--- config.mk ---
export PLATFORM = sky130hd
export DESIGN_NAME = pll_lock_supervisor_flat
export DESIGN_NICKNAME = d
export VERILOG_FILES = /design/src/rtl/pll_lock_supervisor_if.sv /design/src/rtl/pll_lock_supervisor.sv /design/src/flat_wrapper.sv
export SDC_FILE = /design/constraint.sdc
export NUM_CORES = 1
export LEC_CHECK = 0
export ABC_AREA = 1
export BUFFER_PORTS_ARGS = -buffer_cell sky130_fd_sc_hd__buf_2
export CAP_MARGIN = 10
export CORE_MARGIN = 5
export CORE_UTILIZATION = 55
export CTS_BUF_LIST = sky130_fd_sc_hd__clkbuf_8
export CTS_CLUSTER_DIAMETER = 60
export DETAILED_ROUTE_END_ITERATION = 16
export GPL_TIMING_DRIVEN = 0
export PLACE_DENSITY_LB_ADDON = 0.2
export SKIP_CTS_REPAIR_TIMING = 1
export SYNTH_ARGS = -nofsm -noshare
export SYNTH_HDL_FRONTEND = slang
export SYNTH_SLANG_ARGS = --single-unit
--- constraint.sdc ---
create_clock -name clk -period 2.2 [get_ports clk]
set_input_delay 0.22 -clock clk [delete_from_list [all_inputs] [get_ports clk]]
set_output_delay 0.22 -clock clk [all_outputs]
set_load 0.05 [all_outputs]
--- src/rtl/pll_lock_supervisor_if.sv ---
// Signal bundle between the PLL lock supervisor and its environment.
// The environment (PLL wrapper side) is the master; the supervisor is the slave.
interface pll_lock_supervisor_if #(
   parameter int CNT_W = 8
);
   logic             lock_raw;
   logic             force_relock;
   logic             pll_rst;
   logic             locked;
   logic             sys_rst;
   logic [CNT_W-1:0] relock_cnt;
   logic             fail;

   modport master (
      output lock_raw, force_relock,
      input  pll_rst, locked, sys_rst, relock_cnt, fail
   );

   modport slave (
      input  lock_raw, force_relock,
      output pll_rst, locked, sys_rst, relock_cnt, fail
   );
endinterface

--- src/rtl/pll_lock_supervisor.sv ---
// PLL lock supervisor: pulses the PLL reset, qualifies the synchronised lock and
// holds the downstream system reset until lock has been stable; repeated timeouts end in FAIL.
module pll_lock_supervisor #(
   parameter int RST_PULSE_CYC    = 16,
   parameter int LOCK_TIMEOUT_CYC = 50000,
   parameter int LOCK_STABLE_CYC  = 1024,
   parameter int SYS_RST_HOLD_CYC = 64,
   parameter int MAX_RETRY        = 8,
   parameter int CNT_W            = 8
) (
   input logic                  clk,
   input logic                  rst,
   pll_lock_supervisor_if.slave bus
);
   localparam int MAX_AB  = (RST_PULSE_CYC > LOCK_TIMEOUT_CYC) ? RST_PULSE_CYC : LOCK_TIMEOUT_CYC;
   localparam int MAX_CD  = (LOCK_STABLE_CYC > SYS_RST_HOLD_CYC) ? LOCK_STABLE_CYC : SYS_RST_HOLD_CYC;
   localparam int MAX_CYC = (MAX_AB > MAX_CD) ? MAX_AB : MAX_CD;
   localparam int TMR_W   = ($clog2(MAX_CYC) > 0) ? $clog2(MAX_CYC) : 1;
   localparam int RTRY_W  = ($clog2(MAX_RETRY + 1) > 0) ? $clog2(MAX_RETRY + 1) : 1;

   localparam logic [TMR_W-1:0]  RST_LAST     = TMR_W'(RST_PULSE_CYC - 1);
   localparam logic [TMR_W-1:0]  TIMEOUT_LAST = TMR_W'(LOCK_TIMEOUT_CYC - 1);
   // The lk_s=1 sample that moved WAIT_LOCK into STABLE is the first of the
   // consecutive stable cycles, so STABLE itself only needs LOCK_STABLE_CYC-1 more.
   localparam logic [TMR_W-1:0]  STABLE_LAST  = TMR_W'((LOCK_STABLE_CYC > 1) ? LOCK_STABLE_CYC - 2 : 0);
   localparam logic [TMR_W-1:0]  HOLD_LAST    = TMR_W'(SYS_RST_HOLD_CYC - 1);
   localparam logic [RTRY_W-1:0] RETRY_LAST   = RTRY_W'(MAX_RETRY - 1);

   typedef enum logic [2:0] {
      S_PLL_RST, S_WAIT_LOCK, S_STABLE, S_HOLD, S_RUN, S_FAIL
   } state_t;

   typedef struct packed {
      state_t            state;
      logic [RTRY_W-1:0] retry;
      logic              loss;
   } step_t;

   typedef struct packed {
      logic pll_rst;
      logic sys_rst;
      logic locked;
      logic fail;
   } outs_t;

   state_t            state;
   logic [TMR_W-1:0]  timer;
   logic [RTRY_W-1:0] retry;
   logic [CNT_W-1:0]  relock_cnt;
   logic              lk_m, lk_s;
   step_t             step;
   outs_t             outs;

   function automatic step_t fsm_step(input state_t st, input logic [TMR_W-1:0] tmr,
                                      input logic lk, input logic frc,
                                      input logic [RTRY_W-1:0] rty);
      step_t s;
      s.state = st;
      s.retry = rty;
      s.loss  = 1'b0;
      case (st)
         S_PLL_RST:   if (tmr == RST_LAST) s.state = S_WAIT_LOCK;
         S_WAIT_LOCK: begin
            if (lk) begin
               s.state = S_STABLE;
            end else if (tmr == TIMEOUT_LAST) begin
               s.retry = rty + RTRY_W'(1);
               s.state = (rty == RETRY_LAST) ? S_FAIL : S_PLL_RST;
            end
         end
         S_STABLE: begin
            if (!lk) begin
               s.state = S_WAIT_LOCK;
            end else if (tmr == STABLE_LAST) begin
               s.state = S_HOLD;
               s.retry = '0;
            end
         end
         S_HOLD: begin
            if (!lk) begin
               s.state = S_PLL_RST;
               s.loss  = 1'b1;
            end else if (tmr == HOLD_LAST) begin
               s.state = S_RUN;
            end
         end
         S_RUN: begin
            if (!lk) begin
               s.state = S_PLL_RST;
               s.loss  = 1'b1;
            end
         end
         S_FAIL:  s.state = S_FAIL;
         default: s.state = S_PLL_RST;
      endcase
      // A forced re-acquisition overrides the transition but not the loss count.
      if (frc && (st inside {S_WAIT_LOCK, S_STABLE, S_HOLD, S_RUN})) begin
         s.state = S_PLL_RST;
         s.retry = '0;
      end
      return s;
   endfunction

   function automatic outs_t decode(input state_t st);
      outs_t o;
      o = '{pll_rst: 1'b0, sys_rst: 1'b1, locked: 1'b0, fail: 1'b0};
      case (st)
         S_PLL_RST: o.pll_rst = 1'b1;
         S_HOLD:    o.locked  = 1'b1;
         S_RUN:     begin o.locked = 1'b1; o.sys_rst = 1'b0; end
         S_FAIL:    begin o.pll_rst = 1'b1; o.fail = 1'b1; end
         default:   ;
      endcase
      return o;
   endfunction

   assign step = fsm_step(state, timer, lk_s, bus.force_relock, retry);
   assign outs = decode(step.state);

   // NOTE: state and outputs use <= only; outputs are decoded from the next state so they change on the entry edge.
   always_ff @(posedge clk) begin
      if (rst) begin
         lk_m        <= 1'b0;
         lk_s        <= 1'b0;
         state       <= S_PLL_RST;
         timer       <= '0;
         retry       <= '0;
         relock_cnt  <= '0;
         bus.pll_rst <= 1'b1;
         bus.sys_rst <= 1'b1;
         bus.locked  <= 1'b0;
         bus.fail    <= 1'b0;
      end else begin
         lk_m  <= bus.lock_raw;
         lk_s  <= lk_m;
         state <= step.state;
         retry <= step.retry;
         if (step.state != state) begin
            timer <= '0;
         end else if (timer != '1) begin
            timer <= timer + TMR_W'(1);
         end
         if (step.loss && (relock_cnt != '1)) begin
            relock_cnt <= relock_cnt + CNT_W'(1);
         end
         bus.pll_rst <= outs.pll_rst;
         bus.sys_rst <= outs.sys_rst;
         bus.locked  <= outs.locked;
         bus.fail    <= outs.fail;
      end
   end

   assign bus.relock_cnt = relock_cnt;
endmodule
--- src/flat_wrapper.sv ---
// flat-port wrapper written by rule: the top's interface ports become plain ports
module pll_lock_supervisor_flat 
#(
   parameter int RST_PULSE_CYC    = 16,
   parameter int LOCK_TIMEOUT_CYC = 50000,
   parameter int LOCK_STABLE_CYC  = 1024,
   parameter int SYS_RST_HOLD_CYC = 64,
   parameter int MAX_RETRY        = 8,
   parameter int CNT_W            = 8
)
  (clk, rst, bus_lock_raw, bus_force_relock, bus_pll_rst, bus_locked, bus_sys_rst, bus_relock_cnt, bus_fail);
  pll_lock_supervisor_if #(.CNT_W(CNT_W)) bus_i ();
  input logic clk;
  input logic rst;
  input wire logic [$bits(bus_i.lock_raw)-1:0] bus_lock_raw;
  input wire logic [$bits(bus_i.force_relock)-1:0] bus_force_relock;
  output wire logic [$bits(bus_i.pll_rst)-1:0] bus_pll_rst;
  output wire logic [$bits(bus_i.locked)-1:0] bus_locked;
  output wire logic [$bits(bus_i.sys_rst)-1:0] bus_sys_rst;
  output wire logic [$bits(bus_i.relock_cnt)-1:0] bus_relock_cnt;
  output wire logic [$bits(bus_i.fail)-1:0] bus_fail;
  assign bus_i.lock_raw = bus_lock_raw;
  assign bus_i.force_relock = bus_force_relock;
  assign bus_pll_rst = bus_i.pll_rst;
  assign bus_locked = bus_i.locked;
  assign bus_sys_rst = bus_i.sys_rst;
  assign bus_relock_cnt = bus_i.relock_cnt;
  assign bus_fail = bus_i.fail;
  pll_lock_supervisor #(.RST_PULSE_CYC(RST_PULSE_CYC), .LOCK_TIMEOUT_CYC(LOCK_TIMEOUT_CYC), .LOCK_STABLE_CYC(LOCK_STABLE_CYC), .SYS_RST_HOLD_CYC(SYS_RST_HOLD_CYC), .MAX_RETRY(MAX_RETRY), .CNT_W(CNT_W)) u_core (.clk(clk), .rst(rst), .bus(bus_i));
endmodule
==> impl_metrics.csv <==
group,metric,value,unit
routing,routed_wl,4.42,mm
synth,yosysUniqueCellTypes,31,
floorplanning,dieWidth,72.0,um
finish,fillers,343,
worst_setup_path,cp_num_buf_inv,1,
routing,drc_errors,0,
worst_setup_path,cp_top_family,"simple AND/OR/NAND/NOR gates",
worst_setup_path,ff2ff_setup_slack,0.14,ns
finish,drive_above_1_share,17.7,%
synth,synth_top_area_share,35.1,%
sta,setup_viol,0,
worst_setup_path,path_max_fanout,10,
sta,slew_viol_final,0,
sta,setup_tns,0,ns
synth,syn_nets,302,
finish,finalNetCount,324,
finish,synthToLayoutAreaGrowth,13.1,%
run_status,outcome,"completed",
worst_setup_path,worstSetupStartpoint,"u_core.timer[0]",
synth,ys_seq_area_share,35.1,%
floorplanning,dieArea,5180,um2
placed_design,place_hpwl,3.23,mm
finish,diodes,0,
global_routing,grt_max_degree,13,
routing,drtPass1Iterations,4,
worst_setup_path,critical_path_class,"reg2reg",
routing,routedWlPerCell,12.1,um
synth,ys.flop_type,"dfxtp_1",
finish,final_cell_area,2390,um2
sta,period_share,93.5,%
finish,regArea,741,um2
sta,fmax,486,MHz
sta,worst_pin_slew,0.558,ns
global_routing,grt_pass1_wl,7.54,mm
placed_design,dpl_cell_area,2250,um2
routing,drt-initial-drc-count,75,
synth,syn_inst,294,
worst_setup_path,path_depth,11,
synth,netlist_area,2110,um2
clocking,root_buffer,"clkbuf_8",
placed_design,port_buffers,15,
pwr,leakagePower,1.04,nW
min_path,min_path_type,"in2reg",
global_routing,grt_overflow,0,
worst_setup_path,r2r-start,"u_core.timer[0]",
clocking,cts_htree_levels,2,
clocking,cts_buffers,5,
worst_setup_path,slowest_delay,0.39,ns
routing,final_antenna_net_count,0,
placed_design,place_congestion,0.851,
worst_setup_path,crit_path_end,"u_core.timer[14]",
worst_setup_path,r2r.worst_path.cells,11,
sta,fin_worst_skew,0.00480,ns
worst_setup_path,required,2.38,ns
synth,synth_common_cells,"49 x nand2_1, 47 x nor2_1, 38 x inv_1",
sta,hold_viol_final,0,
job,cap_viol_max_count,0,
floorplanning,start_util,57.3,%
floorplanning,fp-row-count,22,
synth,ys_top_cells_by_area,"dfxtp_1 35%, nand2_1 8.7%, nor2_1 8.3%",
finish,multiInputGateArea,1200,um2
floorplanning,core,3690,um2
synth,async_flop_share,0,%
pwr,power_density,562,nW/um2
synth,yosys.area.top_type,"dfxtp_1",
routing,vias,1933,
min_path,holdPathStages,3,
synth,yosysWarnings,0,
sta,relSlewSlack,62.5,%
clocking,clock_sinks,37,
clocking,cts_tree,"yes",
worst_setup_path,cp_slowest_cell,"dfxtp_1",
global_routing,antenna_found_initial,0,
routing,vias_per_cell,5.30,
global_routing,grt_use_total,18.2,%
clocking,clock_latency,0.29,ns
worst_setup_path,r2r_end,"u_core.timer[14]",
clocking,path_clk_slew,0.08,ns
synth,ys_ff_latch,37,
sta,rsz0062_at_grt,"no",
placed_design,dp_cells,357,
synth,synth_edf_count,0,
finish,stdcell_count,365,
global_routing,grt_pass1_vias,1771,
sta,fin_crit,2.06,ns
pwr,power,0.00134,W
synth,synth.most_common_cell,"nand2_1",
worst_setup_path,cp_common_cell,"nand2_1",
floorplanning,io_pins,16,
worst_setup_path,worstPathCellList,"ha_2, nand3_2, nor2_2, nand3_1, nand2_1, nand4_1, nand2_1, nand2_1, nand3_4, buf_6, nor3_2",
worst_setup_path,startpoint_type,"flip-flop",
synth,syn_avg_cell_area,7.19,um2
worst_setup_path,crit_arrival,2.24,ns
floorplanning,die_h,72.0,um
clocking,cts_buffer_depth,2,
worst_setup_path,crit_path_end_kind,"flip-flop",
pwr,ir_drop,413,uV
## through the flow
step	utilization (%)	worst slack (ns)	hold WS, ns
floorplan	-	0.193	0.304
global placement	61.0	0.195	0.392
detailed placement	61.0	0.102	0.394
CTS	64.2	0.0965	0.118
global route	64.8	0.00172	0.140
finish	64.8	0.143	0.127
## cell families (layout without fill, tap and decap cells)
| group | after synthesis | in the layout | synth area share [%] |
|---|---|---|---|
| flip-flops | 37 | 37 | 35.1 |
| AND/OR/NAND/NOR | 169 | 169 | 39.6 |
| AO/OA/AOI/OAI | 21 | 21 | 6.22 |
| XOR/XNOR | 18 | 18 | 7.82 |
| adder cells (fa/ha/maj) | 4 | 4 | 2.37 |
| buffers and inverters | 45 | 68 | 9.00 |
## worst min-delay path by stage
stage | slack, ns | start | end
finish | 0.13 | bus_lock_raw | u_core.lk_m
floorplan | 0.30 | rst | u_core.state[0]
detailed placement | 0.39 | u_core.lk_m | u_core.lk_s
global route | 0.14 | bus_lock_raw | u_core.lk_m
global placement | 0.39 | u_core.lk_m | u_core.lk_s
CTS | 0.12 | bus_lock_raw | u_core.lk_m
## state kept, by name (all words and copies together), names as in the netlist
signal	count
u_core.bus.pll_rst	1
u_core.timer	16
u_core.lk_m	1
u_core.bus.locked	1
u_core.bus.fail	1
u_core.state	3
u_core.bus.sys_rst	1
u_core.bus.relock_cnt	8
u_core.retry	4
u_core.lk_s	1
## cell usage in the layout (no fill, tap or decap), types with 6 or more instances in the layout
| cell | synthesis | final |
|---|---|---|
| nor3_2 | 10 | 10 |
| clkbuf_8 | 0 | 6 |
| dfxtp_1 | 37 | 37 |
| nand3_1 | 17 | 17 |
| nor3_1 | 15 | 15 |
| nand2_1 | 49 | 49 |
| a21oi_1 | 9 | 9 |
| nand4_1 | 9 | 9 |
| nor2_1 | 47 | 46 |
| inv_1 | 38 | 38 |
| buf_2 | 2 | 17 |
| xor2_1 | 12 | 12 |
| nor4_1 | 8 | 8 |
## tightest hold or removal path, cell delays in order
cell and delay, ns:
buf_2 0.09, inv_1 0.04, nor2_1 0.03
## metal layers
metal	track usage, %	routed length, um
met2	31.4	2140
met3	4.29	134
met4	6.68	68
met1	21.9	2070
met5	0	0
## where the power goes
part,internal [W],switching (W),total [W]
sequential,0.000676,0.00000691,0.000683
combinational,0.0000155,0.0000251,0.0000406
clock,0.000369,0.000250,0.000619
total,0.00106,0.000282,0.00134
## final cells by class
class	count	area share [%]
clock buffer	6	3.46
multi-input combinational	212	50.2
sequential	37	31.0
clock inverter	2	1.57
tap	48	2.51
timing repair buffer	15	3.14
inverter	39	6.13
buffer	6	1.99
Note: power is estimated with default switching activity, not from simulation.
